==> src/rtl/mem_dbus_ctrl_pkg.sv <==
// Shared defines, opcodes and state encoding for the MEM-stage data-bus controller.
// Optional build macro: DBUS_KSEG_MAP_EN folds kseg0/kseg1 addresses onto physical space.
`ifndef MEM_DBUS_DEFINES
`define MEM_DBUS_DEFINES
`define ALUOP_BUS 7:0
`define BSEL_BUS 3:0
`define STALL_BUS 5:0
`define NOSTOP 1'b0
`define STOP 1'b1
`define ZERO_WORD 32'h0000_0000
`endif

package mem_dbus_ctrl_pkg;

  localparam logic [7:0] OP_LB  = 8'h90;
  localparam logic [7:0] OP_LBU = 8'h91;
  localparam logic [7:0] OP_LH  = 8'h92;
  localparam logic [7:0] OP_LHU = 8'h93;
  localparam logic [7:0] OP_LW  = 8'h94;
  localparam logic [7:0] OP_SB  = 8'h98;
  localparam logic [7:0] OP_SH  = 8'h99;
  localparam logic [7:0] OP_SW  = 8'h9A;

  localparam logic [1:0] SZ_BYTE = 2'd0;
  localparam logic [1:0] SZ_HALF = 2'd1;
  localparam logic [1:0] SZ_WORD = 2'd2;

  typedef enum logic [2:0] {
    S_IDLE   = 3'd0,
    S_REQ    = 3'd1,
    S_WAIT   = 3'd2,
    S_DONE   = 3'd3,
    S_CANCEL = 3'd4
  } dbus_state_e;

endpackage

==> src/rtl/mem_lane_gen.sv <==
// Combinational size / byte-select / store-lane generator for the data bus.
module mem_lane_gen
  import mem_dbus_ctrl_pkg::*;
#(
  parameter int DATA_W = 32
) (
  input  logic [`ALUOP_BUS]  aluop,
  input  logic [1:0]         addr_lo,
  input  logic [DATA_W-1:0]  wdata,
  output logic               is_mem,
  output logic               is_store,
  output logic [1:0]         size,
  output logic [`BSEL_BUS]   dre,
  output logic [DATA_W-1:0]  wdata_o
);

  always_comb begin
    is_mem   = 1'b1;
    is_store = 1'b0;
    size     = SZ_WORD;
    dre      = '0;
    wdata_o  = wdata;
    case (aluop)
      OP_LB, OP_LBU: size = SZ_BYTE;
      OP_LH, OP_LHU: size = SZ_HALF;
      OP_LW:         size = SZ_WORD;
      OP_SB: begin
        size     = SZ_BYTE;
        is_store = 1'b1;
      end
      OP_SH: begin
        size     = SZ_HALF;
        is_store = 1'b1;
      end
      OP_SW:   is_store = 1'b1;
      default: is_mem = 1'b0;
    endcase
    if (is_mem) begin
      case (size)
        SZ_BYTE: begin
          dre     = 4'b0001 << addr_lo;
          wdata_o = {(DATA_W/8){wdata[7:0]}};
        end
        SZ_HALF: begin
          dre     = addr_lo[1] ? 4'b1100 : 4'b0011;
          wdata_o = {(DATA_W/16){wdata[15:0]}};
        end
        default: dre = 4'b1111;
      endcase
    end
  end

endmodule

==> src/rtl/mem_dbus_ctrl.sv <==
// MEM-stage data-bus controller: one bus transaction per load/store, stalls until done.
// Optional build macro: DBUS_KSEG_MAP_EN (kseg0/kseg1 -> physical address folding).
module mem_dbus_ctrl
  import mem_dbus_ctrl_pkg::*;
#(
  parameter int ADDR_W = 32,
  parameter int DATA_W = 32
) (
  input  logic               cpu_clk_50M,
  input  logic               cpu_rst,
  input  logic [`ALUOP_BUS]  mem_aluop,
  input  logic [ADDR_W-1:0]  mem_addr,
  input  logic [DATA_W-1:0]  mem_wdata,
  input  logic               mem_exc,
  input  logic               flush,
  input  logic [`STALL_BUS]  stall,
  output logic               stallreq_mem,
  output logic [`BSEL_BUS]   mem_dre,
  output logic [DATA_W-1:0]  dm_o,
  output logic               data_req,
  output logic               data_wr,
  output logic [1:0]         data_size,
  output logic [ADDR_W-1:0]  data_addr,
  output logic [DATA_W-1:0]  data_wdata,
  input  logic               data_addr_ok,
  input  logic [DATA_W-1:0]  data_rdata,
  input  logic               data_data_ok
);

  dbus_state_e       state_q, state_d;
  logic [DATA_W-1:0] rdata_buf_q, rdata_buf_d;
  logic              is_mem;
  logic              acc;
  logic              stall_unused;

  assign stall_unused = ^{stall[5], stall[3:0]};

  mem_lane_gen #(.DATA_W(DATA_W)) u_lane (
    .aluop    (mem_aluop),
    .addr_lo  (mem_addr[1:0]),
    .wdata    (mem_wdata),
    .is_mem   (is_mem),
    .is_store (data_wr),
    .size     (data_size),
    .dre      (mem_dre),
    .wdata_o  (data_wdata)
  );

  assign acc = is_mem && !mem_exc;

`ifdef DBUS_KSEG_MAP_EN
  always_comb begin
    data_addr = mem_addr;
    if (mem_addr[ADDR_W-1 -: 2] == 2'b10)
      data_addr = {3'b000, mem_addr[ADDR_W-4:0]};
  end
`else
  assign data_addr = mem_addr;
`endif

  always_comb begin
    state_d      = state_q;
    rdata_buf_d  = rdata_buf_q;
    data_req     = 1'b0;
    stallreq_mem = 1'b0;
    dm_o         = rdata_buf_q;
    unique case (state_q)
      S_IDLE, S_REQ: begin
        data_req     = acc && !flush;
        stallreq_mem = acc;
        if (data_req && data_addr_ok)
          state_d = S_WAIT;
        else if (data_req)
          state_d = S_REQ;
        else
          state_d = S_IDLE;
      end
      S_WAIT: begin
        stallreq_mem = acc && !data_data_ok;
        if (data_data_ok) begin
          rdata_buf_d = data_rdata;
          dm_o        = data_rdata;
          state_d     = flush ? S_IDLE : S_DONE;
        end else if (flush) begin
          state_d = S_CANCEL;
        end
      end
      S_DONE: begin
        if (stall[4] == `NOSTOP || flush)
          state_d = S_IDLE;
      end
      // Orphaned response: keep the pipe stalled and throw the data away.
      S_CANCEL: begin
        stallreq_mem = acc;
        if (data_data_ok)
          state_d = S_IDLE;
      end
      default: state_d = S_IDLE;
    endcase
  end

  always_ff @(posedge cpu_clk_50M) begin
    if (cpu_rst) begin
      state_q     <= S_IDLE;
      rdata_buf_q <= '0;
    end else begin
      state_q     <= state_d;
      rdata_buf_q <= rdata_buf_d;
    end
  end

endmodule

==> config.mk <==
export PLATFORM = sky130hd
export DESIGN_NAME = mem_dbus_ctrl
export DESIGN_NICKNAME = d
export VERILOG_FILES = /design/src/rtl/mem_dbus_ctrl_pkg.sv /design/src/rtl/mem_lane_gen.sv /design/src/rtl/mem_dbus_ctrl.sv
export SDC_FILE = /design/constraint.sdc
export NUM_CORES = 1
export LEC_CHECK = 0
export ABC_AREA = 1
export CAP_MARGIN = 20
export CORE_MARGIN = 3
export CORE_UTILIZATION = 34
export CTS_CLUSTER_SIZE = 8
export DETAILED_ROUTE_END_ITERATION = 10
export PLACE_DENSITY_LB_ADDON = 0.15
export SLEW_MARGIN = 25
export SYNTH_ARGS = -nofsm -noshare
export SYNTH_HDL_FRONTEND = slang
export SYNTH_SLANG_ARGS = --single-unit
==> constraint.sdc <==
create_clock -name cpu_clk_50M -period 3.11 [get_ports cpu_clk_50M]
set_input_delay 0.4665 -clock cpu_clk_50M [delete_from_list [all_inputs] [get_ports cpu_clk_50M]]
set_output_delay 0.4665 -clock cpu_clk_50M [all_outputs]
set_load 0.02 [all_outputs]
-- Word-level counts from Yosys, hierarchy flattened
Cells that the tools add are included.
- bits in registers: 35
- output and inout port bits: 105
- logic and storage cells: 57
- eq/ne operators: 16
- shifts and indexed selects: 1
- mux-type cells: 20
- bitwise operators: 1
- reduce and logical (&&, ||, !) cells: 17
- operators with widths (cell ; count):
    2-to-1 mux 32 bit ; 3
    equality test 8 bit (second input constant) ; 8
    one-hot mux 32 bit (2 select lines) ; 1
    2-to-1 mux 3 bit ; 4
    one-hot mux 3 bit (4 select lines) ; 1
    OR reduction 3 bit ; 4
    2-to-1 mux 4 bit ; 2
    one-hot mux 4 bit (2 select lines) ; 1
    OR reduction 8 bit ; 1
    equality test 3 x 2 -> 1 bit (second input constant) ; 2
    logical AND 1 bit ; 4
    2-to-1 mux 1 bit ; 4
    2-to-1 mux 2 bit ; 2
    != test 2 bit (second input constant) ; 2
    one-hot mux 2 bit (2 select lines) ; 1
    left shift 1 x 2 -> 4 bit (first input constant) ; 1
    equality test 3 x 1 -> 1 bit (second input constant) ; 1
    equality test 3 bit (second input constant) ; 1
    logical NOT 1 bit ; 3
    logical NOT 3 bit ; 1
    != test 3 bit (second input constant) ; 1
    AND reduction 3 bit ; 1
    equality test 2 x 1 -> 1 bit (second input constant) ; 1
    logical NOT 2 bit ; 1
    4 further kinds ; 4

-- Longest topological paths before layout
Gate-level depths: netlist of the first run.
- depth in word-level cells: 8
- mapped depth: 11

-- Cells and area by module
A second synthesis of the first run with hierarchy kept.
- cells, all modules: 382
- area total of the unflattened synthesis: 2743.9 µm²
- modules (own cells, without submodules) (module ; times used ; cells each ; area each (µm²) ; seq. area each (µm²)):
    mem_dbus_ctrl ; 1 ; 244 ; 2124.5 ; 700.7
    mem_lane_gen ; 1 ; 138 ; 619.3 ; 0.0

-- Worst setup path after synthesis of the first run
OpenSTA, ideal clock, no wires.
- path kind: in2out
- from: input mem_aluop[4]
- to: output mem_dre[0]
- arrival: 1692 ps
- slack: 952 ps
- cell stages on the path: 9
- cell sequence: nand2_1 inv_1 nand2_2 inv_1 nand2_2 o31ai_4 or2_4 clkbuf_8 a21oi_1
- cells in the longest elaborated chain, start to end: 6
- elaborated cells on any way between the ends: 17
- classes of those cells: eq/ne: 9; mux: 4; reduce/logical: 4
- ends and longest elaborated chain (element ; line ; text):
    start, declared ; mem_dbus_ctrl.sv:11 ; input logic [`ALUOP_BUS] mem_aluop,
    equality test 8 bit ; mem_lane_gen.sv:23 ; case (aluop)
    OR reduction 3 bit (no source line) ; -- ;
    one-hot mux 2 bit (2 select lines) ; mem_lane_gen.sv:23 ;
    equality test 2 x 1 -> 1 bit / logical NOT 2 bit (equally long branches) ; mem_lane_gen.sv:39 ; case (size)
    one-hot mux 4 bit (2 select lines) ; mem_lane_gen.sv:39 ;
    2-to-1 mux 4 bit (*) ; mem_lane_gen.sv:38 ; if (is_mem) begin
    end, declared ; mem_dbus_ctrl.sv:18 ; output logic [`BSEL_BUS] mem_dre,
Mark *: on every way between the ends. The rest lies on a longest branch, timed or not.

-- Final worst setup path of the first run
- from: input mem_aluop[1]
- to: output data_wdata[14]
- cells in the longest elaborated chain, start to end: 6
- elaborated cells on any way between the ends: 17
- classes of those cells: eq/ne: 9; mux: 4; reduce/logical: 4
- ends and longest elaborated chain (element ; line ; text):
    equality test 8 bit ; mem_lane_gen.sv:23 ;
    OR reduction 3 bit (no source line) ; -- ;
    one-hot mux 2 bit (2 select lines) ; mem_lane_gen.sv:23 ;
    equality test 2 x 1 -> 1 bit / logical NOT 2 bit (equally long branches) ; mem_lane_gen.sv:39 ;
    one-hot mux 32 bit (2 select lines) ; mem_lane_gen.sv:39 ;
    2-to-1 mux 32 bit (*) ; mem_lane_gen.sv:38 ;
    end, declared ; mem_dbus_ctrl.sv:24 ; output logic [DATA_W-1:0] data_wdata,
Marked as above.

==> results of run 1 <==
## where the power goes
group / internal, mW / switching [mW] / total [mW] / leakage [nW]
Combinational: 0.155 / 0.111 / 0.265 / 1.61
Sequential: 0.449 / 0.000272 / 0.449 / 0.282
Clock: 0.156 / 0.162 / 0.319 / 0.0412
Total: 0.760 / 0.273 / 1.03 / 1.93
## cell type report
type / instances / area, um^2
Clock inverter: 2 / 12.5
Inverter: 84 / 323
Multi-Input combinational cell: 214 / 966
Timing Repair Buffer: 164 / 1680
Clock buffer: 6 / 72.6
Fill cell: 642 / 2700
Sequential cell: 35 / 701
Tap cell: 93 / 116
## worst max-delay path: stages
cell	delay, ps
clkdlybuf4s50_1	530
nor2_2	60
nand2_1	80
nand2_1	70
nand2_2	90
o31ai_4	70
or2_4	280
inv_8	150
nand2_1	70
nand2_1	60
clkdlybuf4s50_1	590
## cells in the mapped netlist
cell	number
a2111oi_0	1
a21oi_1	37
a22oi_1	8
a31oi_1	2
buf_1	1
buf_12	1
buf_2	5
buf_4	43
buf_6	1
clkbuf_1	3
clkbuf_8	1
dfxtp_1	35
inv_1	83
inv_6	1
nand2_1	66
nand2_2	8
nand3_1	6
nand4_1	2
nor2_1	74
nor2_2	2
nor3_1	1
o21ai_0	4
o31ai_4	1
or2_2	1
or2_4	1
## metal layers
metal	GRT usage [%]	vias up	wire, um
met4	4.21	0	75
met2	32.0	91	3710
met5	0	-	0
met3	4.92	9	460
met1	18.0	1082	2870
li1	-	1342	-
## sequential cells by signal, summed over array words and instances, names as in the netlist
signal / cells
rdata_buf_q: 32
state_q: 3
## stage by stage
stage          cell area, um^2  setup WS [ps]  power [mW]  instances
6_report                  3870            128        1.03        598
5_1_grt                   3870           2.19        1.08        598
4_1_cts                   3820           49.6        1.05        598
3_5_place_dp              3730           51.1       0.729        590
3_3_place_gp              3730           92.3       0.726        590
2_1_floorplan             2390            952       0.618        388
## kinds of logic after synthesis
kind of cell	Yosys count	share of synthesized area, %
buffers and inverters	139	30.5
and+or+nand+nor	161	27.3
DFF	35	29.4
AOI/OAI and AO/OA	53	12.9
## how the worst max path moves through the flow
stage            startpoint             end  slack [ps]  depth (start not counted)
6_report       mem_aluop[1]  data_wdata[14]         130                         11
5_1_grt        mem_aluop[2]  data_wdata[10]           2                         11
4_1_cts        mem_aluop[3]  data_wdata[16]          50                         12
3_5_place_dp   mem_aluop[3]  data_wdata[16]          50                         12
3_3_place_gp   mem_aluop[1]      mem_dre[2]          90                         10
2_1_floorplan  mem_aluop[4]      mem_dre[0]         950                          9
## what timing repair did
action / CTS / global route
endpoints found under the hold margin: 0 / 0
endpoints found under the setup margin: 0 / 27
resized for setup: 0 / 19
==> flow_metrics.py, run 1 <==
metrics = {
    "status": {
        "status": "complete, no violations",
    },
    "synth": {
        "synth_cell_types": 25,
        "syn_avg_cell_area_um2": 6.15,
        "synth_area_um2": 2390,
        "synth_seq_cells": 35,
        "synthTopCellsByArea": "dfxtp_1 29%, buf_4 14%, inv_1 13%, nor2_1 12%, nand2_1 10%",
        "ys_seq_area_share_pct": 29.4,
        "ys_warn_count": 0,
        "synth_top_area_share_pct": 29.4,
        "synthCells": 388,
        "synth_fp_nets": 504,
        "yosysTopAreaCell": "dfxtp_1",
    },
    "sta": {
        "drv_slew": 0,
        "relSlewSlack_pct": 50.2,
        "tns_ps": 0,
        "setup_viol": 0,
        "worst_pin_slew_ps": 745,
        "period_needed_ps": 2980,
        "layout_worst_path_cycle_share_pct": 95.9,
        "hold_viol": 0,
        "finalClockSkew_ps": 5.35,
        "max_freq_mhz": 335,
        "rsz0062_at_grt": "false",
        "timing.hold.ws_ps": 557,
    },
    "die": {
        "start_util_pct": 36.3,
        "fp.dieH_um": 89.8,
        "core_area_um2": 6570,
        "row_count": 29,
        "die_w_um": 89.8,
        "ios": 221,
        "dieArea_um2": 8060,
    },
    "global_routing": {
        "grt_usage_pct": 16.8,
        "overflow": 0,
        "grt_first_pass_wirelength_mm": 11.1,
        "antenna_found_initial": 0,
        "grt_pass1_vias": 2326,
        "grt_max_degree": 26,
    },
    "pwr": {
        "power_density_nw_per_um2": 267,
        "p_leak_nw": 1.93,
        "irDropWorstVdd_mv": 0.299,
    },
    "setup_path": {
        "required_ps": 2640,
        "rrSetupSlack_ps": 1490,
        "cp-start-kind": "input port",
        "worstRegToRegCells": 9,
        "crit_fanout": 25,
        "endpoint_kind": "primary output",
        "worstPathArrival_ps": 2520,
        "path_class": "input port to primary output",
        "r2r-start": "state_q[1]$_SDFFE_PP0P_",
        "reg2reg_to": "rdata_buf_q[27]$_SDFF_PP0_",
    },
    "cells_and_area": {
        "drive_gt1_share_pct": 6.14,
        "layout_common_cells": "137 x clkdlybuf4s50_1, 83 x inv_1, 73 x nor2_1, 66 x nand2_1, 37 x a21oi_1",
        "synthToLayoutAreaGrowth_pct": 62.0,
        "final_common_cell": "clkdlybuf4s50_1",
        "fin_nets": 620,
        "fin_util_pct": 58.9,
        "antenna_cells": 0,
    },
    "job": {
        "maxCapViolations": 0,
    },
    "clock_network": {
        "postCtsHoldBufs": 0,
        "cts_inserted_buffers": 5,
        "cts_buffer_depth": 2,
        "cts_tree": "yes",
        "clock_sinks": 35,
        "clk_pin_slew_ps": 70,
        "cts_root_buf": "clkbuf_8",
        "h-tree-depth": 2,
        "cts_setup_buffers": 0,
        "clk-insertion-delay-late_ps": 280,
    },
    "drt": {
        "drt_pass1_iterations": 4,
        "vias": 2524,
        "via_per_inst": 4.22,
        "wl_per_cell_um": 11.9,
        "drt_iter0_drc": 48,
        "final_antenna_net_count": 0,
        "routed_wirelength_mm": 7.11,
        "remaining_drc_errors": 0,
    },
    "hold_path": {
        "hp-start": "rdata_buf_q[19]$_SDFF_PP0_",
        "whs_path_depth": 4,
        "hp-class": "register to register",
        "hold_end": "rdata_buf_q[19]$_SDFF_PP0_",
    },
    "placement": {
        "gp_congestion": 0.821,
        "place_hpwl_mm": 5.81,
        "port_buffers": 155,
    },
}
No activity file was read; power rests on OpenSTA's default activity.
==> run 2: changes to the inputs <==
Settings changed: CORE_AREA set to 3 3 84 86, CORE_MARGIN 3 to not set, CORE_UTILIZATION 34 to not set, DIE_AREA set to 0 0 87 89, DONT_BUFFER_PORTS set to 1.
==> run 2 against run 1 <==
Core utilization is 24 points lower. Critical path depth down 4. Global-route usage shrank 1.9 points. Die area shrank 4.0%. Critical path type is now register to primary output.
==> flow_metrics.py, run 2 (synthesis gave the netlist of run 1 again) <==
metrics = {
    "sta": {
        "max_freq_mhz": 406,
        "hold_viol": 0,
        "drv_slew": 0,
        "period_needed_ps": 2470,
        "rsz0062_at_grt": "false",
        "finalClockSkew_ps": 2.44,
        "relSlewSlack_pct": 58.2,
        "worst_pin_slew_ps": 622,
        "setup_ws_ps": 645,
        "setup_viol": 0,
        "tns_ps": 0,
        "layout_worst_path_cycle_share_pct": 79.3,
    },
    "global_routing": {
        "antenna_found_initial": 0,
        "grt_first_pass_wirelength_mm": 8.86,
        "grt_max_degree": 57,
        "overflow": 0,
        "grt_pass1_vias": 1769,
        "grt_usage_pct": 14.9,
    },
    "clock_network": {
        "cts_root_buf": "clkbuf_8",
        "clk_pin_slew_ps": 70,
        "h-tree-depth": 2,
        "postCtsHoldBufs": 0,
        "cts_tree": "yes",
        "clock_sinks": 35,
        "cts_buffer_depth": 2,
        "cts_setup_buffers": 0,
        "cts_inserted_buffers": 5,
        "clk-insertion-delay-late_ps": 280,
        "cts_resized": 0,
    },
    "cells_and_area": {
        "synthToLayoutAreaGrowth_pct": -7.86,
        "final_common_cell": "inv_1",
        "layout_common_cells": "83 x inv_1, 73 x nor2_1, 66 x nand2_1, 37 x a21oi_1, 35 x dfxtp_1",
        "top_regs": "rdata_buf_q: 32 flops, state_q: 3 flops",
        "antenna_cells": 0,
        "fin_nets": 458,
        "drive_gt1_share_pct": 7.29,
        "largest_register_ffs": 32,
        "top_register": "rdata_buf_q",
    },
    "setup_path": {
        "cp-start-kind": "register",
        "path_class": "register to primary output",
        "crit_fanout": 56,
        "required_ps": 2640,
        "worstPathArrival_ps": 2000,
        "endpoint_kind": "primary output",
        "worstRegToRegCells": 9,
    },
    "drt": {
        "via_per_inst": 4.73,
        "drt_pass1_iterations": 4,
        "remaining_drc_errors": 0,
        "final_antenna_net_count": 0,
        "vias": 1987,
        "routed_wirelength_mm": 6.25,
        "wl_per_cell_um": 14.9,
        "drt_iter0_drc": 44,
    },
    "placement": {
        "place_ws_ps": 747,
        "port_buffers": 0,
        "place_hpwl_mm": 5.01,
        "gp_congestion": 0.792,
    },
    "die": {
        "ios": 221,
        "core_area_um2": 6350,
        "row_count": 29,
        "fp.dieH_um": 89,
        "die_w_um": 87,
        "start_util_pct": 37.6,
        "dieArea_um2": 7740,
    },
    "status": {
        "status": "complete, no violations",
    },
    "hold_path": {
        "whs_path_depth": 1,
        "hp-class": "input port to register",
    },
    "pwr": {
        "power_density_nw_per_um2": 392,
        "p_leak_nw": 1.11,
        "irDropWorstVdd_mv": 0.222,
    },
    "job": {
        "maxCapViolations": 0,
    },
}
run 2: where the power goes:
group          leakage (nW)  internal, mW  switching (mW)
clock                0.0402         0.156           0.171
combinational         0.784        0.0207          0.0661
sequential            0.282         0.449        0.000268
run 2: path summary, 6_finish.rpt:
path / startpoint / to / slack (ps)
worst max-delay path: state_q[1]$_SDFFE_PP0P_ / dm_o[14] / 640
worst min-delay path: cpu_rst / rdata_buf_q[24]$_SDFF_PP0_ / 250
worst max register to register: state_q[1]$_SDFFE_PP0P_ / rdata_buf_q[14]$_SDFF_PP0_ / 1170
worst min register to register: state_q[2]$_SDFFE_PP0P_ / state_q[2]$_SDFFE_PP0P_ / 570
run 2: per-layer routing:
| layer | GRT usage (%) | up-vias | share of wire, % |
|---|---|---|---|
| met3 | 7.93 | 9 | 13 |
| met5 | 0 | - | 0 |
| met2 | 24.9 | 122 | 47 |
| met1 | 16.7 | 843 | 38 |
| met4 | 3.97 | 0 | 0.88 |
| li1 | - | 1013 | - |
run 2: final cells by class:
cell class / instances / area [um^2]
clock buffers: 5 / 68.8
clock inverters: 3 / 20.0
fillers: 728 / 4150
inverters: 84 / 320
multi-input cells: 214 / 966
flip-flops and latches: 35 / 701
well taps: 77 / 96.3
repair buffers: 2 / 27.5
run 2: critical path, cell delays in order, from the launching register on:
cell	delay (ps)
dfxtp_1	330
inv_1	60
nor2_2	120
nand2_1	110
nor2_4	270
buf_12	280
nor2_1	60
a21oi_1	470
run 2: per-stage QoR:
| step | util (%) | hold slack [ps] | cells | power, mW | cell area [um^2] |
|---|---|---|---|---|---|
| 6_report | 34.6 | 251 | 420 | 0.862 | 2200 |
| 5_1_grt | 34.6 | 234 | 420 | 0.910 | 2200 |
| 4_1_cts | 34.6 | 233 | 420 | 0.888 | 2200 |
| 3_5_place_dp | 33.2 | 545 | 412 | 0.547 | 2110 |
| 3_3_place_gp | 33.2 | 543 | 412 | 0.547 | 2110 |
| 2_1_floorplan | - | 518 | 388 | 0.618 | 2390 |
==> run 3: changes to the inputs <==
Clock period 3.11 ns to 2.45 ns, I/O delays scaled along.
==> run 3 against run 2 <==
Die area stayed put. Design area is 2.2% higher. Critical path depth stayed put. Via count is 1.3% higher. Cell count is 1.2% higher. Sequential power is 27% higher. Clock skew is 4.6 ps higher. Highest routed layer unchanged. Core utilization is 0.77 points higher. Register-to-register slack worse by 610 ps. Total power is 29% higher. Combinational power is 30% higher. Largest power group unchanged. Flip-flop and latch count stayed put.
==> flow_metrics.py, run 3 (synthesis gave the netlist of run 1 again) <==
metrics = {
    "status": {
        "status": "complete, no violations",
    },
    "setup_path": {
        "slowest_delay_ps": 450,
        "worstRegToRegCells": 9,
        "endpoint_kind": "primary output",
        "worstPathArrival_ps": 1940,
        "crit_chain": "inv_1 -> nor2_2 -> nand2_1 -> nor2_4 -> buf_12 -> nor2_1 -> a21oi_1",
        "path_class": "register to primary output",
        "required_ps": 2080,
        "crit_fanout": 60,
        "slowest_stage": "a21oi_1",
        "cp-start-kind": "register",
    },
    "clock_network": {
        "cts_tree": "yes",
        "cts_buffer_depth": 2,
        "h-tree-depth": 2,
        "clk-insertion-delay-late_ps": 290,
        "clk_pin_slew_ps": 80,
        "cts_root_buf": "clkbuf_8",
        "clock_sinks": 35,
        "postCtsHoldBufs": 0,
        "cts_resized": 0,
        "cts_inserted_buffers": 5,
        "cts_setup_buffers": 0,
    },
    "cells_and_area": {
        "fin_util_pct": 35.4,
        "top_register": "rdata_buf_q",
        "top_regs": "rdata_buf_q: 32 flops, state_q: 3 flops",
        "layout_common_cells": "83 x inv_1, 73 x nor2_1, 66 x nand2_1, 35 x a21oi_1, 35 x dfxtp_1",
        "synthToLayoutAreaGrowth_pct": -5.82,
        "fillers": 723,
        "largest_register_ffs": 32,
        "antenna_cells": 0,
        "drive_gt1_share_pct": 9.20,
        "final_common_cell": "inv_1",
        "layout.cells.non_filler": 425,
        "fin_nets": 463,
    },
    "placement": {
        "dp.cells": 417,
        "place_ws_ps": 307,
        "gp_congestion": 0.732,
        "place_hpwl_mm": 5.07,
        "port_buffers": 0,
    },
    "job": {
        "maxCapViolations": 0,
    },
    "sta": {
        "max_freq_mhz": 433,
        "layout_worst_path_cycle_share_pct": 94.2,
        "setup_ws_ps": 143,
        "period_needed_ps": 2310,
        "hold_viol": 0,
        "rsz0062_at_grt": "true",
        "worst_pin_slew_ps": 588,
        "tns_ps": 0,
        "relSlewSlack_pct": 60.8,
        "setup_viol": 0,
        "drv_slew": 0,
        "finalClockSkew_ps": 7.01,
    },
    "drt": {
        "remaining_drc_errors": 0,
        "via_per_inst": 4.74,
        "vias": 2013,
        "routed_wirelength_mm": 6.35,
        "final_antenna_net_count": 0,
        "drt_iter0_drc": 74,
        "drt_pass1_iterations": 4,
        "wl_per_cell_um": 14.9,
    },
    "die": {
        "row_count": 29,
        "fp.dieH_um": 89,
        "dieArea_um2": 7740,
        "start_util_pct": 37.6,
        "core_area_um2": 6350,
        "ios": 221,
        "die_w_um": 87,
    },
    "hold_path": {
        "whs_path_depth": 1,
        "hp-class": "input port to register",
    },
    "pwr": {
        "finalPower_mw": 1.11,
        "power_density_nw_per_um2": 494,
        "irDropWorstVdd_mv": 0.280,
        "p_leak_nw": 1.13,
    },
    "global_routing": {
        "antenna_found_initial": 0,
        "grt_max_degree": 61,
        "grt_usage_pct": 15.0,
        "grt_first_pass_wirelength_mm": 8.89,
        "overflow": 0,
        "grt_pass1_vias": 1778,
    },
}
==> run 3: cell count changes in the layout (fill, tap and decap cells not counted) <==
cell / before / now
a21oi_1: 37 / 35
a21oi_2: 0 / 2
buf_4: 1 / 6
clkinv_2: 1 / 0
inv_6: 1 / 2
==> run 3: critical path, delay by kind of cell (launching register included) <==
family          cells  cell delay [ps]
buf+inv             2              340
flops               1              340
simple gates        4              500
compound gates      1              450
==> run 3: path summary, 6_finish.rpt <==
kind,start,endpoint,slack (ps)
hold reg to reg,state_q[2]$_SDFFE_PP0P_,state_q[2]$_SDFFE_PP0P_,560
hold / removal,cpu_rst,rdata_buf_q[20]$_SDFF_PP0_,150
setup reg to reg,state_q[1]$_SDFFE_PP0P_,rdata_buf_q[21]$_SDFF_PP0_,560
setup / recovery,state_q[1]$_SDFFE_PP0P_,dm_o[21],140
==> run 3: report_power, final <==
part / switching, mW / total (mW) / internal [mW]
registers: 0.000347 / 0.570 / 0.569
clock network: 0.225 / 0.428 / 0.203
logic: 0.0850 / 0.113 / 0.0283
==> run 3: cell type report <==
cell class	count	area [um^2]	share of cell area, %
clock buffers	5	68.8	3.06
clock inverters	3	23.8	1.06
inverters	84	320	14.2
multi-input cells	214	973	43.3
flip-flops and latches	35	701	31.2
well taps	77	96.3	4.28
repair buffers	7	65.1	2.89
==> run 3: metrics by stage <==
stage / instance area, um^2 / hold WS [ps]
global route: 2250 / 128
floorplan: 2390 / 459
global placement: 2150 / 445
detailed placement: 2150 / 447
CTS: 2240 / 129
finish: 2250 / 149
==> run 3: layer usage <==
metal,track usage [%],vias to the layer above,wire [um]
li1,-,1025,-
met1,16.8,866,2470
met2,25.5,116,3120
met3,6.91,6,722
met4,4.39,0,39
met5,0,-,0
